**src/rtl/risc521_seq_pkg.sv**
```systemverilog
// rtl/risc521_seq_pkg.sv - shared state encoding and MISR defaults for the vector sequencer
//
// Purpose : types and constants used by risc521_vector_seq and risc521_misr.
// Contents: seq_state_t (FSM encoding), DEF_POLY / DEF_SEED (MISR defaults),
//           width_of() helper for sizing counters.
package risc521_seq_pkg;

  typedef enum logic [1:0] {
    ST_IDLE  = 2'd0,
    ST_HOLD  = 2'd1,
    ST_RUN   = 2'd2,
    ST_CHECK = 2'd3
  } seq_state_t;

  localparam logic [15:0] DEF_POLY = 16'h1021;
  localparam logic [15:0] DEF_SEED = 16'h0000;

  // Bits needed to hold the values 0 .. n-1, never less than one.
  function automatic int width_of(input int n);
    return (n <= 2) ? 1 : $clog2(n);
  endfunction

endpackage

```
**src/rtl/risc521_misr.sv**
```systemverilog
// rtl/risc521_misr.sv - multiple-input signature register used to compress the observed display
//
// Purpose : Galois-style MISR, sig <= (sig<<1) ^ (msb ? POLY : 0) ^ din.
// Ports   : Clk    in  clock
//           Resetn in  asynchronous active-low reset (sig -> SEED)
//           load   in  synchronous reload of SEED, wins over en
//           en     in  advance the signature by one step
//           din    in  SIG_W parallel input folded into the signature
//           sig    out SIG_W current signature
module risc521_misr
  import risc521_seq_pkg::*;
#(
  parameter int               SIG_W = 16,
  parameter logic [SIG_W-1:0] POLY  = SIG_W'(DEF_POLY),
  parameter logic [SIG_W-1:0] SEED  = SIG_W'(DEF_SEED)
) (
  input  logic             Clk,
  input  logic             Resetn,
  input  logic             load,
  input  logic             en,
  input  logic [SIG_W-1:0] din,
  output logic [SIG_W-1:0] sig
);

  logic [SIG_W-1:0] feedback;

  assign feedback = sig[SIG_W-1] ? POLY : '0;

  always_ff @(posedge Clk or negedge Resetn) begin
    if (!Resetn) begin
      sig <= SEED;
    end else if (load) begin
      sig <= SEED;
    end else if (en) begin
      sig <= {sig[SIG_W-2:0], 1'b0} ^ feedback ^ din;
    end
  end

endmodule

```
**src/rtl/risc521_vector_seq.sv**
```systemverilog
// rtl/risc521_vector_seq.sv - applies a table of switch vectors to a DUT and signs its display output
//
// Purpose : on start, holds the DUT in reset for RST_CYCLES, then drives each of
//           NUM_VEC switch vectors for VEC_CYCLES cycles while folding disp_in
//           into a MISR and counting display changes, then compares the
//           signature with exp_sig.
// Ports   : Clk, Resetn        clock, asynchronous active-low reset
//           start, abort       run request (IDLE only), synchronous abort
//           sw_table           NUM_VEC packed vectors, vector i at [i*SW_W +: SW_W]
//           exp_sig            expected final signature
//           disp_in            DUT display under observation
//           dut_resetn, sw_out registered drive to the DUT
//           busy, done, pass   status: busy in HOLD/RUN/CHECK, done pulse, result
//           sig, chg_cnt       running signature, saturating display-change count
module risc521_vector_seq
  import risc521_seq_pkg::*;
#(
  parameter int               SW_W       = 5,
  parameter int               DISP_W     = 8,
  parameter int               NUM_VEC    = 4,
  parameter int               VEC_CYCLES = 20,
  parameter int               RST_CYCLES = 1,
  parameter int               SIG_W      = 16,
  parameter logic [SIG_W-1:0] POLY       = SIG_W'(DEF_POLY),
  parameter logic [SIG_W-1:0] SEED       = SIG_W'(DEF_SEED)
) (
  input  logic                      Clk,
  input  logic                      Resetn,
  input  logic                      start,
  input  logic                      abort,
  input  logic [NUM_VEC*SW_W-1:0]   sw_table,
  input  logic [SIG_W-1:0]          exp_sig,
  input  logic [DISP_W-1:0]         disp_in,
  output logic                      dut_resetn,
  output logic [SW_W-1:0]           sw_out,
  output logic                      busy,
  output logic                      done,
  output logic                      pass,
  output logic [SIG_W-1:0]          sig,
  output logic [7:0]                chg_cnt
);

  // One counter serves both HOLD and RUN, so size it for the longer of the two.
  localparam int CNT_MAX = (VEC_CYCLES > RST_CYCLES) ? VEC_CYCLES : RST_CYCLES;
  localparam int CNT_W   = width_of(CNT_MAX);
  localparam int IDX_W   = width_of(NUM_VEC);

  localparam logic [CNT_W-1:0] VEC_LAST  = CNT_W'(VEC_CYCLES - 1);
  localparam logic [CNT_W-1:0] HOLD_LAST = CNT_W'(RST_CYCLES - 1);
  localparam logic [IDX_W-1:0] IDX_LAST  = IDX_W'(NUM_VEC - 1);

  seq_state_t       state, state_nxt;
  logic [CNT_W-1:0] cnt, cnt_nxt;
  logic [IDX_W-1:0] idx, idx_nxt;
  logic [DISP_W-1:0] disp_prev;
  logic             abort_act;
  logic             misr_load;
  logic             misr_en;
  logic             rstn_nxt;
  logic [SW_W-1:0]  sw_nxt;
  logic             done_nxt;
  logic [SIG_W-1:0] din_ext;

  assign busy = (state != ST_IDLE);

  always_comb begin
    din_ext               = '0;
    din_ext[DISP_W-1:0]   = disp_in;
  end

  // Next-state, counters and decoded outputs.
  always_comb begin
    state_nxt = state;
    cnt_nxt   = cnt;
    idx_nxt   = idx;
    misr_load = 1'b0;
    misr_en   = 1'b0;

    case (state)
      ST_IDLE: begin
        if (start) begin
          state_nxt = ST_HOLD;
          cnt_nxt   = '0;
          idx_nxt   = '0;
          misr_load = 1'b1;
        end
      end
      ST_HOLD: begin
        if (cnt == HOLD_LAST) begin
          state_nxt = ST_RUN;
          cnt_nxt   = '0;
          idx_nxt   = '0;
        end else begin
          cnt_nxt = cnt + 1'b1;
        end
      end
      ST_RUN: begin
        misr_en = 1'b1;
        if (cnt == VEC_LAST) begin
          cnt_nxt = '0;
          if (idx == IDX_LAST) begin
            state_nxt = ST_CHECK;
            idx_nxt   = '0;
          end else begin
            idx_nxt = idx + 1'b1;
          end
        end else begin
          cnt_nxt = cnt + 1'b1;
        end
      end
      ST_CHECK: begin
        state_nxt = ST_IDLE;
      end
      default: begin
        state_nxt = ST_IDLE;
      end
    endcase

    // Abort overrides whatever the state wanted to do.
    abort_act = abort && (state != ST_IDLE);
    if (abort_act) begin
      state_nxt = ST_IDLE;
      cnt_nxt   = '0;
      idx_nxt   = '0;
    end

    // DUT drive is decoded from where we are going so it lines up with the state.
    rstn_nxt = (state_nxt == ST_RUN) || (state_nxt == ST_CHECK);
    sw_nxt   = (state_nxt == ST_RUN) ? sw_table[int'(idx_nxt)*SW_W +: SW_W] : '0;
    done_nxt = (state == ST_CHECK) && !abort_act;
  end

  always_ff @(posedge Clk or negedge Resetn) begin
    if (!Resetn) begin
      state <= ST_IDLE;
    end else begin
      state <= state_nxt;
    end
  end

  always_ff @(posedge Clk or negedge Resetn) begin
    if (!Resetn) begin
      cnt        <= '0;
      idx        <= '0;
      disp_prev  <= '0;
      chg_cnt    <= '0;
      pass       <= 1'b0;
      done       <= 1'b0;
      dut_resetn <= 1'b0;
      sw_out     <= '0;
    end else begin
      cnt        <= cnt_nxt;
      idx        <= idx_nxt;
      done       <= done_nxt;
      dut_resetn <= rstn_nxt;
      sw_out     <= sw_nxt;

      if (misr_load) begin
        chg_cnt <= '0;
      end

      // HOLD primes disp_prev so the first RUN cycle does not count the
      // display's reset value as a change.
      if (state == ST_HOLD) begin
        disp_prev <= disp_in;
      end

      if (state == ST_RUN) begin
        if ((disp_in != disp_prev) && (chg_cnt != 8'hFF)) begin
          chg_cnt <= chg_cnt + 8'd1;
        end
        disp_prev <= disp_in;
      end

      if (misr_load || abort_act) begin
        pass <= 1'b0;
      end else if (state == ST_CHECK) begin
        pass <= (sig == exp_sig);
      end
    end
  end

  risc521_misr #(
    .SIG_W (SIG_W),
    .POLY  (POLY),
    .SEED  (SEED)
  ) u_misr (
    .Clk    (Clk),
    .Resetn (Resetn),
    .load   (misr_load),
    .en     (misr_en),
    .din    (din_ext),
    .sig    (sig)
  );

endmodule

```
**config.mk**
```make
export PLATFORM = sky130hd
export DESIGN_NAME = risc521_vector_seq
export DESIGN_NICKNAME = d
export VERILOG_FILES = /design/src/rtl/risc521_seq_pkg.sv /design/src/rtl/risc521_misr.sv /design/src/rtl/risc521_vector_seq.sv
export SDC_FILE = /design/constraint.sdc
export NUM_CORES = 1
export LEC_CHECK = 0
export CAP_MARGIN = 10
export CORE_UTILIZATION = 48
export CTS_CLUSTER_DIAMETER = 40
export DETAILED_ROUTE_END_ITERATION = 6
export PLACE_DENSITY = 0.81
export SYNTH_ARGS = -nofsm -noshare
export SYNTH_HDL_FRONTEND = slang
export SYNTH_SLANG_ARGS = --single-unit
```
**constraint.sdc**
```tcl
create_clock -name Clk -period 2.9 [get_ports Clk]
set_clock_uncertainty 0.1 [all_clocks]
set_input_delay 0.58 -clock Clk [delete_from_list [all_inputs] [get_ports Clk]]
set_output_delay 0.58 -clock Clk [all_outputs]
set_load 0.02 [all_outputs]
```
==> results of run 1 <==
critical path, cell delays in order (launching register included):
cell             delay (ps)
dfrtp_1                 460
inv_1                   100
ha_1                    310
inv_1                    80
clkdlybuf4s50_1         590
sequential cells by signal, indices dropped and copies added (netlist names), 2 cells and up:
register	cells
chg_cnt	8
state	2
cnt	5
disp_prev	8
sw_out	5
idx	2
u_misr.sig	16
report_power, final:
| group | total (W) | switching, W | internal, W |
|---|---|---|---|
| Sequential | 0.00106 | 0.000193 | 0.000864 |
| Clock | 0.000406 | 0.000216 | 0.000190 |
| Combinational | 0.00145 | 0.000728 | 0.000726 |
metrics by stage:
stage               utilization  total power (W)  instances  setup WS [ps]  hold WS, ps
global route             0.6730         0.003115        411          212.8        79.44
floorplan                     -         0.002002        257          787.8        184.4
global placement         0.6574         0.002482        404          306.2        399.8
CTS                      0.6730         0.002938        411          356.7        68.85
detailed placement       0.6574         0.002525        404          255.8        402.0
finish                   0.6730         0.002917        411          377.5        68.08
cell usage after synthesis, types with 2 or more instances:
| master | instances | share of area |
|---|---|---|
| a211oi_1 | 8 | 0.022 |
| buf_1 | 2 | 0.0027 |
| xnor2_1 | 35 | 0.11 |
| a22o_1 | 2 | 0.0063 |
| ha_1 | 8 | 0.036 |
| nand2_1 | 16 | 0.022 |
| nand2b_1 | 3 | 0.0068 |
| inv_1 | 9 | 0.012 |
| mux2i_1 | 17 | 0.062 |
| dfrtp_1 | 49 | 0.44 |
| o21ai_0 | 5 | 0.0091 |
| nor3_1 | 3 | 0.0054 |
| a221oi_1 | 5 | 0.016 |
| a21oi_1 | 10 | 0.018 |
| mux2_2 | 12 | 0.049 |
| o21ai_1 | 2 | 0.0036 |
| clkbuf_1 | 6 | 0.0082 |
| a211o_1 | 2 | 0.0063 |
| nand4_1 | 6 | 0.014 |
| nor2_1 | 21 | 0.029 |
| and3_1 | 4 | 0.0091 |
| o2bb2ai_1 | 4 | 0.013 |
| nand3_1 | 5 | 0.0091 |
kinds of logic (layout without fill, tap and decap cells):
kind of cell | after synthesis | after routing
xor+xnor | 36 | 36
simple gates | 70 | 70
compound gates | 47 | 47
mux | 29 | 29
flops | 49 | 49
fa+ha+maj | 8 | 8
buf+inv | 18 | 100
how the worst min path moves through the flow:
stage	startpoint	end	slack [ps]	cells past startpoint
6_report	Resetn	disp_prev[2]	70	1
5_1_grt	Resetn	idx[1]	80	1
4_1_cts	Resetn	idx[1]	70	1
3_5_place_dp	Resetn	disp_prev[2]	400	1
3_3_place_gp	Resetn	disp_prev[2]	400	1
2_1_floorplan	Resetn	chg_cnt[0]	180	0
cell type report:
| cell class | instances | area, sq um | share of cell area |
|---|---|---|---|
| Multi-Input combinational cell | 190 | 1466 | 0.3933 |
| Sequential cell | 49 | 1226 | 0.3289 |
| Timing Repair Buffer | 84 | 825.8 | 0.2215 |
| Tap cell | 72 | 90.09 | 0.02416 |
| Clock buffer | 7 | 86.33 | 0.02315 |
| Inverter | 9 | 33.78 | 0.009060 |
layer usage:
metal  wire, microns  vias up  GRT usage  part of all wire
met5               0        -          0                 0
met4              81        0    0.07925             0.013
met3             193        5    0.04471             0.031
met2            3220       48     0.3735              0.51
met1            2795     1087     0.2895              0.44
li1                -     1077          -                 -
==> summary.md, run 1 <==
| Metric | Value |
|---|---|
| Status | `finished clean` |
| CTS clk-pin slew, worst paths | `90 ps` |
| Total Nets Final | `395` |
| Routability Congestion | `0.8033` |
| Worst hold path class | `input port to asynchronous set/reset pin` |
| Total wire length | `6291 microns` |
| CTS-repair resized insts | `0` |
| Xor-xnor portion of the synthesized cell area | `0.1142` |
| Final Cell Area | `3729 sq um` |
| Max cap viols | `0` |
| CP Capture Point | `busy` |
| Initial antenna violation count | `0` |
| First-pass GRT wire length | `10520 microns` |
| Diodes inserted | `0` |
| Die Span Y | `77.85 microns` |
| Simple-Gate Fraction of Synth Area | `0.1368` |
| Die ar. | `6060 sq um` |
| Crit path DAT | `1840 ps` |
| Period utilization | `0.8698` |
| Number of top-level pins | `81` |
| Final number of setup-violating endpoints | `0` |
| Post-synthesis sequential area ratio | `0.4440` |
| Setup bufs post-CTS | `0` |
| Distinct cell type count after synthesis | `46` |
| Detailed Place HPWL | `4876 microns` |
| Synth Register Bits | `49` |
| Max-slew violations | `0` |
| R2R Setup Slk | `410 ps` |
| F_max | `396.4 MHz` |
| Leading cell type in the layout, fill and taps excluded | `clkdlybuf4s50_1` |
| Remaining antenna violation count | `0` |
| Total Routing Usage GR | `0.2244` |
| Via count | `2217` |
| Root Driver | `clkbuf_8` |
| Syn_nets | `313` |
| I/O Buffers | `80` |
| Post-synth EDFFs | `0` |
| Worst EP required | `2220 ps` |
| H-tree levels | `2` |
| GR Overflow Total | `0` |
| Post-DP Area | `3642 sq um` |
| Vias in the first global route | `2225` |
| Relative slew slack | `0.6467` |
| Critical path peak fanout | `8` |
| Die width | `77.85 microns` |
| Fin. Hold Viols | `0` |
| Startpoint Class | `register` |
| DR pass1 iterations | `4` |
| Worst reg2reg path depth | `7` |
| Post-Synth Adder-Cell Area | `0.03625` |
| Avg Cell Area, Syn | `10.74 sq um` |
| Clk_lat worst skew | `300 ps` |
| Mapped Area | `2761 sq um` |
| Sinks on Clock Net | `49` |
| Static Leak | `1.487 nW` |
| CP Capture Type | `output pin` |
| R2R Path End | `sw_out[1]` |
| WL per Instance | `15.31 microns` |
| Ys async rst share | `1.000` |
| Residual DRC | `0` |
| Clk buf depth | `2` |
| Final setup TNS | `0 ps` |
| Mux share of post-synthesis cell area | `0.1106` |
| Power Density | `782.4 nW/um^2` |
| Total CTS buffers | `5` |
| Proportion of layout cells with a drive suffix above 1 | `0.09440` |
| Worst r2r src | `state[0]` |
| Setup CP Type | `register to output pin` |
| Actual slew at the worst max-slew pin | `528.9 ps` |
| Fill cells | `432` |
| CTS tree | `done` |
| RSZ-0062 raised after global routing | `false` |
| Synth warn | `0` |
| Largest net degree at the start of global routing | `26` |
| Area growth from synthesis to layout | `35.03%` |
| Hold buffers post-CTS | `0` |
| Critical Path Start | `state[0]` |
| DR vias/cell | `5.394` |
| Final Critical Period | `2522 ps` |
| DRT iter0 DRCs | `111` |
| Mapped Cells | `257` |
| Largest family of logic cells by synthesized area | `simple AND/OR/NAND/NOR gates` |
| Core area | `5540 sq um` |
| Most frequent cells in the layout | `79 x clkdlybuf4s50_1, 49 x dfrtp_1, 35 x xnor2_1` |
| # rows | `27` |
| Initial Utilization | `0.4984` |
| Compound-Gate Fraction of Synth Area | `0.1332` |
| VDD IR max | `325.6 uV` |
| Most used DFF post-synth | `dfrtp_1` |
Power figures use the tool's default switching activity.
==> inputs of run 2 (changes only) <==
--- a/config.mk
+++ b/config.mk
@@ -9,6 +9,7 @@
 export CORE_UTILIZATION = 48
 export CTS_CLUSTER_DIAMETER = 40
 export DETAILED_ROUTE_END_ITERATION = 6
+export GPL_TIMING_DRIVEN = 0
 export PLACE_DENSITY = 0.81
 export SYNTH_ARGS = -nofsm -noshare
 export SYNTH_HDL_FRONTEND = slang
==> run 2 against run 1 <==
Sequential share of layout area is 0.48 points lower; via count hardly changed; routed wire length is 2.8% higher; sequential power hardly changed; flip-flop and latch count stayed put; power is 3.5% higher; count of clock-buffer cells in the layout stayed put; combinational power hardly changed; register-to-register slack worse by 90 ps; critical path depth is 3 higher; highest routed layer unchanged.
==> summary.md, run 2 (synthesis gave the netlist of run 1 again) <==
| Metric | Value |
|---|---|
| Status | `finished clean` |
| Core area | `5540 sq um` |
| Routability Congestion | `0.8673` |
| DR vias/cell | `5.299` |
| Largest reg by FF count | `u_misr.sig` |
| Total Routing Usage GR | `0.2315` |
| GR Overflow Total | `0` |
| Max FFs per register | `16` |
| Most used cell, CP | `clkbuf_1` |
| Largest net degree at the start of global routing | `35` |
| Top delay family on crit path | `buffers and inverters` |
| Relative slew slack | `0.6116` |
| Crit-path max cell delay | `470 ps` |
| Die ar. | `6060 sq um` |
| VDD IR max | `409.6 uV` |
| Residual DRC | `0` |
| Number of top-level pins | `81` |
| I/O Buffers | `80` |
| Initial Utilization | `0.4984` |
| Power Density | `797.8 nW/um^2` |
| F_max | `387.2 MHz` |
| Hold buffers post-CTS | `0` |
| Vias in the first global route | `2251` |
| Worst EP required | `2990 ps` |
| Crit path DAT | `2670 ps` |
| Area of the multi-input gates | `1466 sq um` |
| Final number of setup-violating endpoints | `0` |
| CP Capture Type | `register` |
| Period utilization | `0.8905` |
| Diodes inserted | `0` |
| Clk buf depth | `2` |
| Die Span Y | `77.85 microns` |
| DR pass1 iterations | `5` |
| Startpoint Class | `register` |
| CP bufs+invs | `3` |
| RSZ-0062 raised after global routing | `false` |
| Total wire length | `6468 microns` |
| Biggest regs | `u_misr.sig: 16 flops, chg_cnt: 8 flops, disp_prev: 8 flops` |
| Leading cell type in the layout, fill and taps excluded | `clkdlybuf4s50_1` |
| Die width | `77.85 microns` |
| DRT iter0 DRCs | `156` |
| H-tree levels | `2` |
| CP Cell Sequence | `inv_1 -> ha_1 -> clkbuf_1 -> o221a_2 -> clkbuf_1 -> nor2_1 -> a211o_1` |
| Fill cells | `427` |
| # rows | `27` |
| WL per Instance | `15.47 microns` |
| FF+latch area | `1226 sq um` |
| CTS tree | `done` |
| Slowest-stage cell, CP | `dfrtp_1` |
| Fin. Hold Viols | `0` |
| Total Nets Final | `401` |
| Area growth from synthesis to layout | `37.02%` |
| Via count | `2215` |
| Max cap viols | `0` |
| Sinks on Clock Net | `49` |
| Worst hold path class | `input port to asynchronous set/reset pin` |
| Detailed Place HPWL | `4962 microns` |
| Clk_lat worst skew | `300 ps` |
| Max-slew violations | `0` |
| Actual slew at the worst max-slew pin | `582.6 ps` |
| Final Critical Period | `2582 ps` |
| CTS-repair resized insts | `0` |
| Critical path peak fanout | `10` |
| Setup bufs post-CTS | `0` |
| Final setup TNS | `0 ps` |
| Total CTS buffers | `5` |
| Setup CP Type | `register to register` |
| CTS clk-pin slew, worst paths | `90 ps` |
| First-pass GRT wire length | `10920 microns` |
| Initial antenna violation count | `0` |
| Proportion of layout cells with a drive suffix above 1 | `0.08960` |
| Root Driver | `clkbuf_8` |
| Static Leak | `1.502 nW` |
| Most frequent cells in the layout | `79 x clkdlybuf4s50_1, 49 x dfrtp_1, 35 x xnor2_1` |
| Setup WS pre-CTS | `134.2 ps` |
| Remaining antenna violation count | `0` |
| Setup WS post-layout | `317.5 ps` |
run 2: cell count changes in the layout (fill, tap and decap cells not counted):
cell,change
buf_4,-4
buf_2,+1
buf_12,+1
bufinv_16,+1
buf_1,+2
clkbuf_1,+6
run 2: routing by layer:
layer  global-route usage  part of all wire
met5                    0                 0
met4              0.06226            0.0090
met3              0.04588             0.038
met2               0.3982              0.51
met1               0.2952              0.44
run 2: report_power, final:
| part | switching, W | total (W) | internal (W) | leakage [nW] |
|---|---|---|---|---|
| Combinational | 0.000741 | 0.00147 | 0.000725 | 0.787 |
| Clock | 0.000220 | 0.000501 | 0.000281 | 0.0585 |
| Sequential | 0.000187 | 0.00105 | 0.000864 | 0.656 |
run 2: through the flow:
step                      instance area (sq um)  hold WS (ps)    util  total power (W)  std cells
after global routing                       3784         86.95  0.6829         0.003216        418
after floorplan                            2761         184.4       -         0.002002        257
final                                      3784         84.80  0.6829         0.003019        418
after CTS                                  3784         86.60  0.6829         0.003039        418
after detailed placement                   3667         414.6  0.6619         0.002531        410
after global placement                     3652         409.8  0.6592         0.002480        409
run 2: layout make-up:
| type | count | area share |
|---|---|---|
| inverter | 9 | 0.008929 |
| buffer | 9 | 0.009259 |
| clock buffer | 7 | 0.02282 |
| clock inverter | 1 | 0.007937 |
| timing repair buffer | 81 | 0.2156 |
| multi-input combinational | 190 | 0.3876 |
| sequential | 49 | 0.3241 |
| tap | 72 | 0.02381 |
run 2: final timing paths:
kind                               from           end  slack (ps)  cells after the start
max in group asynchronous        Resetn     sw_out[3]        2120                      2
hold reg to reg            disp_prev[2]  disp_prev[2]         430                      1
hold / removal                   Resetn  disp_prev[3]          80                      1
setup / recovery               state[0]    chg_cnt[3]         320                      7
setup reg to reg               state[0]    chg_cnt[3]         320                      7
min in group Clk           disp_prev[2]  disp_prev[2]         430                      1
run 2: worst register-to-register path: cells and delay by family, from the launching register on:
kind,cells,cell delay (ps)
AND/OR/NAND/NOR,1,140
flip-flops,1,470
AO/OA/AOI/OAI,2,670
buffers and inverters,3,900
adder cells (fa/ha/maj),1,200
==> inputs of run 3 (changes only) <==
--- a/config.mk
+++ b/config.mk
@@ -14,3 +14,4 @@
 export SYNTH_ARGS = -nofsm -noshare
 export SYNTH_HDL_FRONTEND = slang
 export SYNTH_SLANG_ARGS = --single-unit
+export TNS_END_PERCENT = 10
==> results of run 3 <==
The final DEF is identical to that of run 2; final timing and power are the same.
